`src/rtl/serial_arith_pkg.sv`:
```
// Shared definitions for the bit-serial arithmetic units:
// FSM state encoding and the counter-width helper.
package serial_arith_pkg;

   typedef enum logic [1:0] {
      IDLE = 2'd0,
      RUN  = 2'd1,
      DONE = 2'd2
   } state_t;

   // Bits needed to count 0..value-1; never less than one.
   function automatic int clog2(input int value);
      int r;
      int v;
      r = 0;
      v = value - 1;
      while (v > 0) begin
         r = r + 1;
         v = v >> 1;
      end
      if (r < 1) begin
         r = 1;
      end
      return r;
   endfunction

endpackage

```
`src/rtl/serial_add_sub_unit_fa_cell.sv`:
```
// Combinational 1-bit full adder used as the single arithmetic cell
// of the bit-serial adder/subtractor.
module fa_cell (
   input  logic a,
   input  logic b,
   input  logic ci,
   output logic s,
   output logic co
);

   assign s  = a ^ b ^ ci;
   assign co = (a & b) | (a & ci) | (b & ci);

endmodule

```
`src/rtl/serial_add_sub_unit.sv`:
```
// Bit-serial adder/subtractor: one full-adder cell plus a carry flop,
// LSB first, one bit per clock, with a one-cycle done strobe.
module serial_add_sub_unit
   import serial_arith_pkg::*;
#(
   parameter int WIDTH = 8
) (
   input  logic             clk,
   input  logic             rst_n,
   input  logic             start,
   input  logic             sub,
   input  logic [WIDTH-1:0] a_in,
   input  logic [WIDTH-1:0] b_in,
   input  logic             cin,
   output logic             busy,
   output logic             done,
   output logic [WIDTH-1:0] sum_out,
   output logic             cout
);

   localparam int             CW   = clog2(WIDTH);
   localparam logic [CW-1:0] LAST = CW'(WIDTH - 1);

   state_t           r_state;
   logic [WIDTH-1:0] r_a;
   logic [WIDTH-1:0] r_b;
   logic [WIDTH-1:0] r_sum;
   logic             r_carry;
   logic [CW-1:0]    r_cnt;
   logic             r_busy;
   logic             r_done;
   logic [WIDTH-1:0] r_sum_out;
   logic             r_cout;

   logic             w_s;
   logic             w_co;
   logic [WIDTH-1:0] w_sum_next;

   fa_cell u_fa (
      .a  (r_a[0]),
      .b  (r_b[0]),
      .ci (r_carry),
      .s  (w_s),
      .co (w_co)
   );

   // New bit enters at the MSB so that after WIDTH shifts the LSB sits at bit 0.
   assign w_sum_next = {w_s, r_sum[WIDTH-1:1]};

   // FSM, datapath shift registers and registered result outputs.
   always_ff @(posedge clk or negedge rst_n) begin
      if (!rst_n) begin
         r_state   <= IDLE;
         r_a       <= '0;
         r_b       <= '0;
         r_sum     <= '0;
         r_carry   <= 1'b0;
         r_cnt     <= '0;
         r_busy    <= 1'b0;
         r_done    <= 1'b0;
         r_sum_out <= '0;
         r_cout    <= 1'b0;
      end else begin
         case (r_state)
            IDLE, DONE: begin
               r_done <= 1'b0;
               if (start) begin
                  // Subtraction as a + ~b + !borrow_in.
                  r_a     <= a_in;
                  r_b     <= sub ? ~b_in : b_in;
                  r_carry <= cin ^ sub;
                  r_cnt   <= '0;
                  r_busy  <= 1'b1;
                  r_state <= RUN;
               end else begin
                  r_busy  <= 1'b0;
                  r_state <= IDLE;
               end
            end
            RUN: begin
               r_sum   <= w_sum_next;
               r_a     <= {1'b0, r_a[WIDTH-1:1]};
               r_b     <= {1'b0, r_b[WIDTH-1:1]};
               r_carry <= w_co;
               r_cnt   <= r_cnt + CW'(1);
               if (r_cnt == LAST) begin
                  r_sum_out <= w_sum_next;
                  r_cout    <= w_co;
                  r_busy    <= 1'b0;
                  r_done    <= 1'b1;
                  r_state   <= DONE;
               end else begin
                  r_busy    <= 1'b1;
                  r_done    <= 1'b0;
               end
            end
            default: begin
               r_busy  <= 1'b0;
               r_done  <= 1'b0;
               r_state <= IDLE;
            end
         endcase
      end
   end

   assign busy    = r_busy;
   assign done    = r_done;
   assign sum_out = r_sum_out;
   assign cout    = r_cout;

endmodule

```
`config.mk`:
```
export PLATFORM = sky130hd
export DESIGN_NAME = serial_add_sub_unit
export DESIGN_NICKNAME = d
export VERILOG_FILES = /design/src/rtl/serial_arith_pkg.sv /design/src/rtl/serial_add_sub_unit_fa_cell.sv /design/src/rtl/serial_add_sub_unit.sv
export SDC_FILE = /design/constraint.sdc
export NUM_CORES = 1
export LEC_CHECK = 0
export CAP_MARGIN = 20
export CORE_AREA = 2 2 79 81
export CTS_BUF_LIST = sky130_fd_sc_hd__clkbuf_4 sky130_fd_sc_hd__clkbuf_8 sky130_fd_sc_hd__clkbuf_16
export DETAILED_ROUTE_END_ITERATION = 10
export DIE_AREA = 0 0 81 83
export HOLD_SLACK_MARGIN = 0.12
export PLACE_DENSITY = 0.53
export SYNTH_ARGS = -nofsm -noshare
export SYNTH_HDL_FRONTEND = slang
export SYNTH_SLANG_ARGS = --single-unit
```
`constraint.sdc`:
```
create_clock -name clk -period 2.5 [get_ports clk]
set_input_delay 0.5 -clock clk [delete_from_list [all_inputs] [get_ports clk]]
set_output_delay 0.5 -clock clk [all_outputs]
set_load 0.03 [all_outputs]
```
======== Word-level counts from Yosys, hierarchy flattened ========
Index checks and enable logic that the tools add are counted.
word-level totals
  word-level logic and storage cells ...... 47
  output and inout port bits .............. 11
  input port bits ......................... 21
  flip-flop bits (word level) ............. 41
operators by class
  reduce and logical (&&, ||, !) cells .... 5
  equal/unequal tests ..................... 5
  muxes and demuxes ....................... 17
  bitwise logic cells ..................... 9
  $add $sub $neg .......................... 1
operators by type and width
  cell                   number
  $pmux W8 S2            2
  $mux W8                3
  $not A8 Y8             1
  $mux W1                6
  $pmux W3 S2            1
  $ne A2 B2 Y1 const B   2
  $pmux W1 S2            2
  $pmux W2 S2            1
  $reduce_and A2 Y1      2
  $add A3 B1 Y3 const B  1
  $and A1 B1 Y1          3
  $eq A3 B3 Y1 const B   1
  $mux W3                1
  $xor A1 B1 Y1          3
  $eq A2 B1 Y1 const B   1
  $eq A2 B2 Y1 const B   1
  $logic_not A2 Y1       1
  $mux W2                1
  $or A1 B1 Y1           2
  $reduce_bool A2 Y1     1
  $reduce_or A2 Y1       1

======== Depth between registers and ports, before layout ========
Gate-level depths: netlist of the first run.
  depth in word-level cells ............... 4
  mapped depth ............................ 5
  mapped depth without buffers ............ 4

======== Cells and area by module ========
From an unflattened synthesis of the first run, not the netlist that was laid out.
second synthesis, totals
  cells, all modules ...................... 121
  area total of the unflattened synthesis .. 1696.6 µm²
modules (own cells, without submodules)
  module               cells each  area an instance (µm²)  sequential area each (µm²)  instances
  serial_add_sub_unit  120         1676.6                  1001.0                      1
  fa_cell              1           20.0                    0.0                         1

======== Worst setup path before layout of the first run ========
OpenSTA, ideal clock, no wires.
  path kind ............................... flip-flop to flip-flop
  start point ............................. reg r_cnt[0]
  end point ............................... reg r_cout (netlist: cout)
  data arrival time ....................... 1.270 ns
  library setup time ...................... 0.125 ns
  data required time ...................... 2.375 ns
  stages on the path, launching flop included .. 6
  path slack .............................. 1.105 ns
  path buffers ............................ 1
  clock period less this slack ............ 1.395 ns
  cells stage by stage .................... dfrtp_1 ha_1 ha_1 nand2_2 buf_6 mux2_4
between the ends
  word-level cells in the longest chain between the ends .. 2
ends and longest elaborated chain
  item                         RTL line                   source
  from (decl)                  serial_add_sub_unit.sv:29  logic [CW-1:0] r_cnt;
  from (signal assigned)       serial_add_sub_unit.sv:85  r_cnt <= r_cnt + CW'(1);
  $eq A3 B3 Y1                 serial_add_sub_unit.sv:86  if (r_cnt == LAST) begin
  $reduce_and A2 Y1 (no line)  -
  to (signal assigned)         serial_add_sub_unit.sv:88  r_cout <= w_co;
  to (decl)                    serial_add_sub_unit.sv:33  logic r_cout;
No other way between the ends.
A chain may end at the register's enable or synchronous reset.

======== Final worst setup path of the first run ========
  start point ............................. reg r_sum_out[1] (netlist: sum_out[1])
  end point ............................... out sum_out[1]
RTL lines
  item                    RTL line                   source
  from (decl)             serial_add_sub_unit.sv:32  logic [WIDTH-1:0] r_sum_out;
  from (signal assigned)  serial_add_sub_unit.sv:87  r_sum_out <= w_sum_next;
  to (decl)               serial_add_sub_unit.sv:17  output logic [WIDTH-1:0] sum_out,
No word-level cell between the ends.

==> impl_metrics.toml, run 1 <==
[timing]
fmax_mhz = 555.2
min_period_over_period_pct = 72.05
setup-violations-final = 0
whs_ps = 321.6
final.setup.worst_slack_ps = 698.8
maxSlewHeadroom_pct = 42.82
fin_tns_setup_ps = 0
max_slew.worst_pin.slew_ps = 857.7
hold_viol_final = 0
slew_violations = 0
finClkSkew_ps = 3.491
rsz0062_at_grt = "no"
min_period_ps = 1801

[routing]
first_iter_violations = 30
drc = 0
avgRoutedWirePerCell_um = 12.99
ant_nets = 0
routed_wl_um = 2988
first_pass_iters = 4
vias_per_cell = 4.561
dr_total_vias = 1049

[cts]
h-tree-depth = 2
worstSkewPairLatency_ps = 280
cts_root_buf = "clkbuf_8"
cts_resized = 0
cts_tree = "done"
cts.reportedPaths.clkPinSlew_ps = 70
cts.sinks = 40
cts_buffer_depth = 2
post-cts-setup-buffers = 0
postCtsHoldBufs = 0
cts_made_buffers = 5

[setup_path]
slowest_delay_ps = 670
worstPathBufferInverterCount = 1
cp_slowest_cell = "clkdlybuf4s50_1"
cp_top_family = "buffers and inverters"
worstPathMaxFanout = 2
crit_path_end_kind = "output port"
path_cells = "clkdlybuf4s50_1"
crit_type = "flop to output port"
start_kind = "flop"
cp.arrival_ps = 1300
cp_data_required_time_ps = 2000

[synthesis]
ys_ff_latch = 40
synth_mux_area_share_pct = 12.89
netlist_area_sq_um = 1718
syn_nets = 146
synth-adder-area-share_pct = 2.622
avgSynthCellArea_sq_um = 14.08
synth.distinct_cells = 21
synth-compound-area-share_pct = 13.91
synth_xor_area_share_pct = 4.588
ys_warn_count = 0
yosysSeqAreaShare_pct = 58.27
synth-simple-area-share_pct = 3.496
synth_top_family_by_area = "compound AO/OA/AOI/OAI gates"
synthCells = 122

[job]
maxCapViolCount = 0

[die]
num_rows = 28
io_pins = 32
core_sq_um = 5816
die_w_um = 81
die_h_um = 83
initial_core_util_pct = 29.54
die_area_sq_um = 6723

[global_routing]
track_usage_pct = 10.10
grt_max_degree = 41
grt-ovfl-total = 0
grt_pass1_vias = 1072
grt_pass1_wl_um = 5147
antenna_found_initial = 0

[placement]
pre_cts_ws_ps = 535.6
placed_cell_area_sq_um = 2078
gp_congestion = 0.6521
hpwl_um = 2113
io_buffer_count = 31
placed_cells = 222

[outcome]
status = "completed"

[pwr]
clock_power_share_pct = 16.0
p_sw_share_pct = 33.42
leakage_nw = 1.023
ir_drop_mv = 0.4759
p_seq_share_pct = 40.7
p_switching_mw = 0.9309
p_comb_share_pct = 43.4
intPower_mw = 1.854
cellPowerDensity_nw_per_um2 = 1280
p_total_mw = 2.785

[finish]
multiInputGateArea_sq_um = 644.4
finalNonFillerCells = 230
antenna_cells = 0
fin_area_sq_um = 2176
finish.utilization_pct = 37.41
syn_to_final_growth_pct = 26.66
ff_latch_area_sq_um = 1001
nFillCells = 589
finish.net_count = 178
layout-drive-gt1-share_pct = 19.35

[min_path]
hold_path_class = "primary input to async pin"
-- area by class of cell --
cell class,instances,share of cell area [%]
flip-flops and latches,40,46.00
well taps,75,4.313
clock buffers,8,4.485
multi-input cells,70,29.61
repair buffers,34,15.07
inverters,3,0.5175
-- cells in the final DEF (no fill, tap or decap), types with 2 or more instances in the layout --
master / netlist / routed
mux2_4: 8 / 8
inv_1: 3 / 3
xnor2_1: 8 / 8
dfrtp_1: 40 / 40
o21ai_0: 2 / 2
buf_4: 2 / 3
a221o_1: 8 / 8
clkbuf_4: 0 / 2
ha_1: 2 / 2
clkbuf_8: 0 / 6
a21o_1: 7 / 7
a22o_1: 11 / 11
mux2_2: 9 / 9
clkdlybuf4s50_1: 0 / 30
nor2_1: 9 / 9
-- power by group through the flow --
stage                     registers [mW]  logic, mW  clock network, mW
after global routing                1.18       1.32              0.491
after global placement              1.13       1.17                  0
final                               1.13       1.21              0.445
after CTS                           1.13       1.23              0.464
after floorplan                     1.27      0.755                  0
after detailed placement            1.14       1.23                  0
-- state kept, by name, summed over array words and instances, names as in the netlist --
signal / count
r_carry: 1
sum_out: 8
cout: 1
r_state: 2
r_b: 8
r_sum: 7
r_cnt: 3
r_a: 8
done: 1
busy: 1
-- routing by layer --
metal  vias up  wire [um]  global-route usage (%)
met4         0         69                   5.547
met3         4        157                   3.370
met5         -          0                       0
met1       520       1335                   13.17
li1        495          -                       -
met2        30       1426                   14.58
-- worst paths after layout --
check | start | end | slack (ps) | cells past startpoint
setup reg to reg | r_state[1] | sum_out[2] | 850 | 4
hold / removal | rst_n | done | 320 | 1
min in group clk | r_a[6] | r_a[6] | 480 | 1
setup / recovery | sum_out[1] | sum_out[1] | 700 | 1
hold reg to reg | r_a[6] | r_a[6] | 480 | 1
max in group asynchronous | rst_n | sum_out[1] | 1630 | 1
-- logic make-up (layout without fill, tap and decap cells) --
kind of cell               after synthesis  count (layout)
AOI/OAI and AO/OA                       28              28
and+or+nand+nor                         13              13
muxes                                   17              17
xor gates and xnor gates                 9               9
adders and majority gates                3               3
buffers and inverters                   12              45
DFF                                     40              40
-- cells in the mapped netlist --
cell | instances | area (sq um)
buf_1 | 1 | 3.750
and2b_1 | 1 | 7.510
nand2b_1 | 1 | 6.260
o21ai_0 | 2 | 10.01
buf_4 | 2 | 15.01
fa_1 | 1 | 20.02
nor2_1 | 9 | 33.78
buf_6 | 2 | 22.52
ha_1 | 2 | 25.02
inv_1 | 3 | 11.26
nand2_2 | 1 | 6.260
dfrtp_1 | 40 | 1001
mux2_2 | 9 | 101.4
buf_2 | 4 | 20.02
nor2b_1 | 1 | 6.260
xnor2_1 | 8 | 70.07
a221o_1 | 8 | 80.08
mux2_4 | 8 | 120.1
a21o_1 | 7 | 52.55
xor2_1 | 1 | 8.760
a22o_1 | 11 | 96.34
Note: power is estimated with default switching activity, not from simulation.
==> run 2: changes to the inputs <==
==> constraint.sdc (replaced) <==
create_clock -name clk -period 1.9 [get_ports clk]
set_input_delay 0.38 -clock clk [delete_from_list [all_inputs] [get_ports clk]]
set_output_delay 0.38 -clock clk [all_outputs]
set_load 0.03 [all_outputs]
==> run 2 against run 1 <==
Against the previous run:
- global-route usage increased by 0.52 points
- largest power group unchanged
- critical endpoint is now cout
- highest routed layer unchanged
- clock power increased by 18%
- clock skew increased by 1.1 ps
==> impl_metrics.toml, run 2 (synthesis results as in run 1) <==
[outcome]
status = "completed"

[setup_path]
path_depth = 1
crit_type = "flop to output port"
cp.arrival_ps = 1320
r2r-start = "r_state[1]"
cp_top_family = "buffers and inverters"
reg2regPathDepth = 4
slowest_delay_ps = 670
path_cells = "clkdlybuf4s50_1"
crit_end = "cout"
start_kind = "flop"
crit_start = "cout"
worstPathMaxFanout = 2
r2r_setup_slack_ps = 270
cp_slowest_cell = "clkdlybuf4s50_1"
worstPathBufferInverterCount = 1
crit_path_end_kind = "output port"
rr_endpoint = "sum_out[4]"
cp_data_required_time_ps = 1520

[timing]
rsz0062_at_grt = "no"
finClkSkew_ps = 4.555
slew_violations = 0
final.setup.worst_slack_ps = 204.5
max_slew.worst_pin.slew_ps = 367.1
hold_viol_final = 0
fmax_mhz = 589.8
setup-violations-final = 0
maxSlewHeadroom_pct = 75.52
min_period_ps = 1695
min_period_over_period_pct = 89.23
whs_ps = 489.1

[routing]
routed_wl_um = 3029
dr_total_vias = 1072
wl_met1_um = 1388
vias_per_cell = 4.601
drc = 0
first_iter_violations = 49
first_pass_iters = 4
avgRoutedWirePerCell_um = 13.00
dr_wl_met2_um = 1431
wl_met3_um = 139
highest_layer = "met4"
ant_nets = 0

[global_routing]
grt_max_degree = 28
grt-ovfl-total = 0
track_usage_pct = 10.62
grt_pass1_vias = 1164
antenna_found_initial = 0
grt_pass1_wl_um = 5430

[cts]
cts_tree = "done"
cts.sinks = 40
cts_root_buf = "clkbuf_8"
worstSkewPairLatency_ps = 280
post-cts-setup-buffers = 0
cts_made_buffers = 5
h-tree-depth = 2
postCtsHoldBufs = 1
cts_buffer_depth = 2
cts.reportedPaths.clkPinSlew_ps = 70
cts_resized = 0

[pwr]
leakage_nw = 1.034
cellPowerDensity_nw_per_um2 = 1641
ir_drop_mv = 0.6383

[die]
core_sq_um = 5816
io_pins = 32
die_w_um = 81
num_rows = 28
die_area_sq_um = 6723
initial_core_util_pct = 29.54
die_h_um = 83

[finish]
finalNonFillerCells = 233
syn_to_final_growth_pct = 27.60
finish.net_count = 182
antenna_cells = 0
final_common_cell = "dfrtp_1"
layout_common_cells = "40 x dfrtp_1, 30 x clkdlybuf4s50_1, 11 x a22o_1"
layout-drive-gt1-share_pct = 20.25
fin_area_sq_um = 2192

[placement]
placed_cell_area_sq_um = 2101
placed_cells = 225
io_buffer_count = 31
pre_cts_ws_ps = 92.47
hpwl_um = 2209
gp_congestion = 0.6912

[job]
maxCapViolCount = 0

[min_path]
hold_path_class = "flop to flop"
==> run 2: cell count changes in the layout (fill, tap and decap cells not counted) <==
cell / previous run / this run
buf_4: 3 / 6
clkbuf_4: 2 / 1
clkbuf_8: 6 / 5
clkinv_2: 0 / 1
dlygate4sd3_1: 0 / 1
==> run 2: cell type report <==
class                   count  area [sq um]
flip-flops and latches     40          1001
clock inverters             1         5.005
well taps                  75         93.84
multi-input cells          70         644.4
inverters                   3         11.26
clock buffers               6         76.32
fillers                   595          3623
repair buffers             38         360.3
==> run 2: power by group <==
part	switching [mW]	internal, mW	total, mW
Sequential	0.228	1.26	1.48
Combinational	0.724	0.862	1.59
Clock	0.263	0.264	0.527
Total	1.21	2.38	3.60
==> run 2: layer usage <==
layer,up-vias,global-route usage (%)
met4,0,5.085
met5,-,0
li1,504,-
met3,4,3.696
met1,535,12.97
met2,29,16.53
==> run 2: per-stage QoR <==
| stage | setup TNS, ps | total power [mW] | utilization (%) |
|---|---|---|---|
| 2_1_floorplan | 0 | 2.659 | - |
| 3_3_place_gp | -6001 | 3.037 | 35.99 |
| 3_5_place_dp | 0 | 3.117 | 36.12 |
| 4_1_cts | 0 | 3.659 | 37.69 |
| 5_1_grt | 0 | 3.878 | 37.69 |
| 6_report | 0 | 3.597 | 37.69 |
==> run 2: worst min path at each step <==
stage	from	end	slack (ps)	cells after the start
final	r_a[1]	r_a[1]	490	1
after global routing	r_a[1]	r_a[1]	500	1
after CTS	r_a[1]	r_a[1]	490	1
after detailed placement	rst_n	sum_out[7]	320	1
after global placement	rst_n	sum_out[7]	310	1
after floorplan	rst_n	busy	80	0
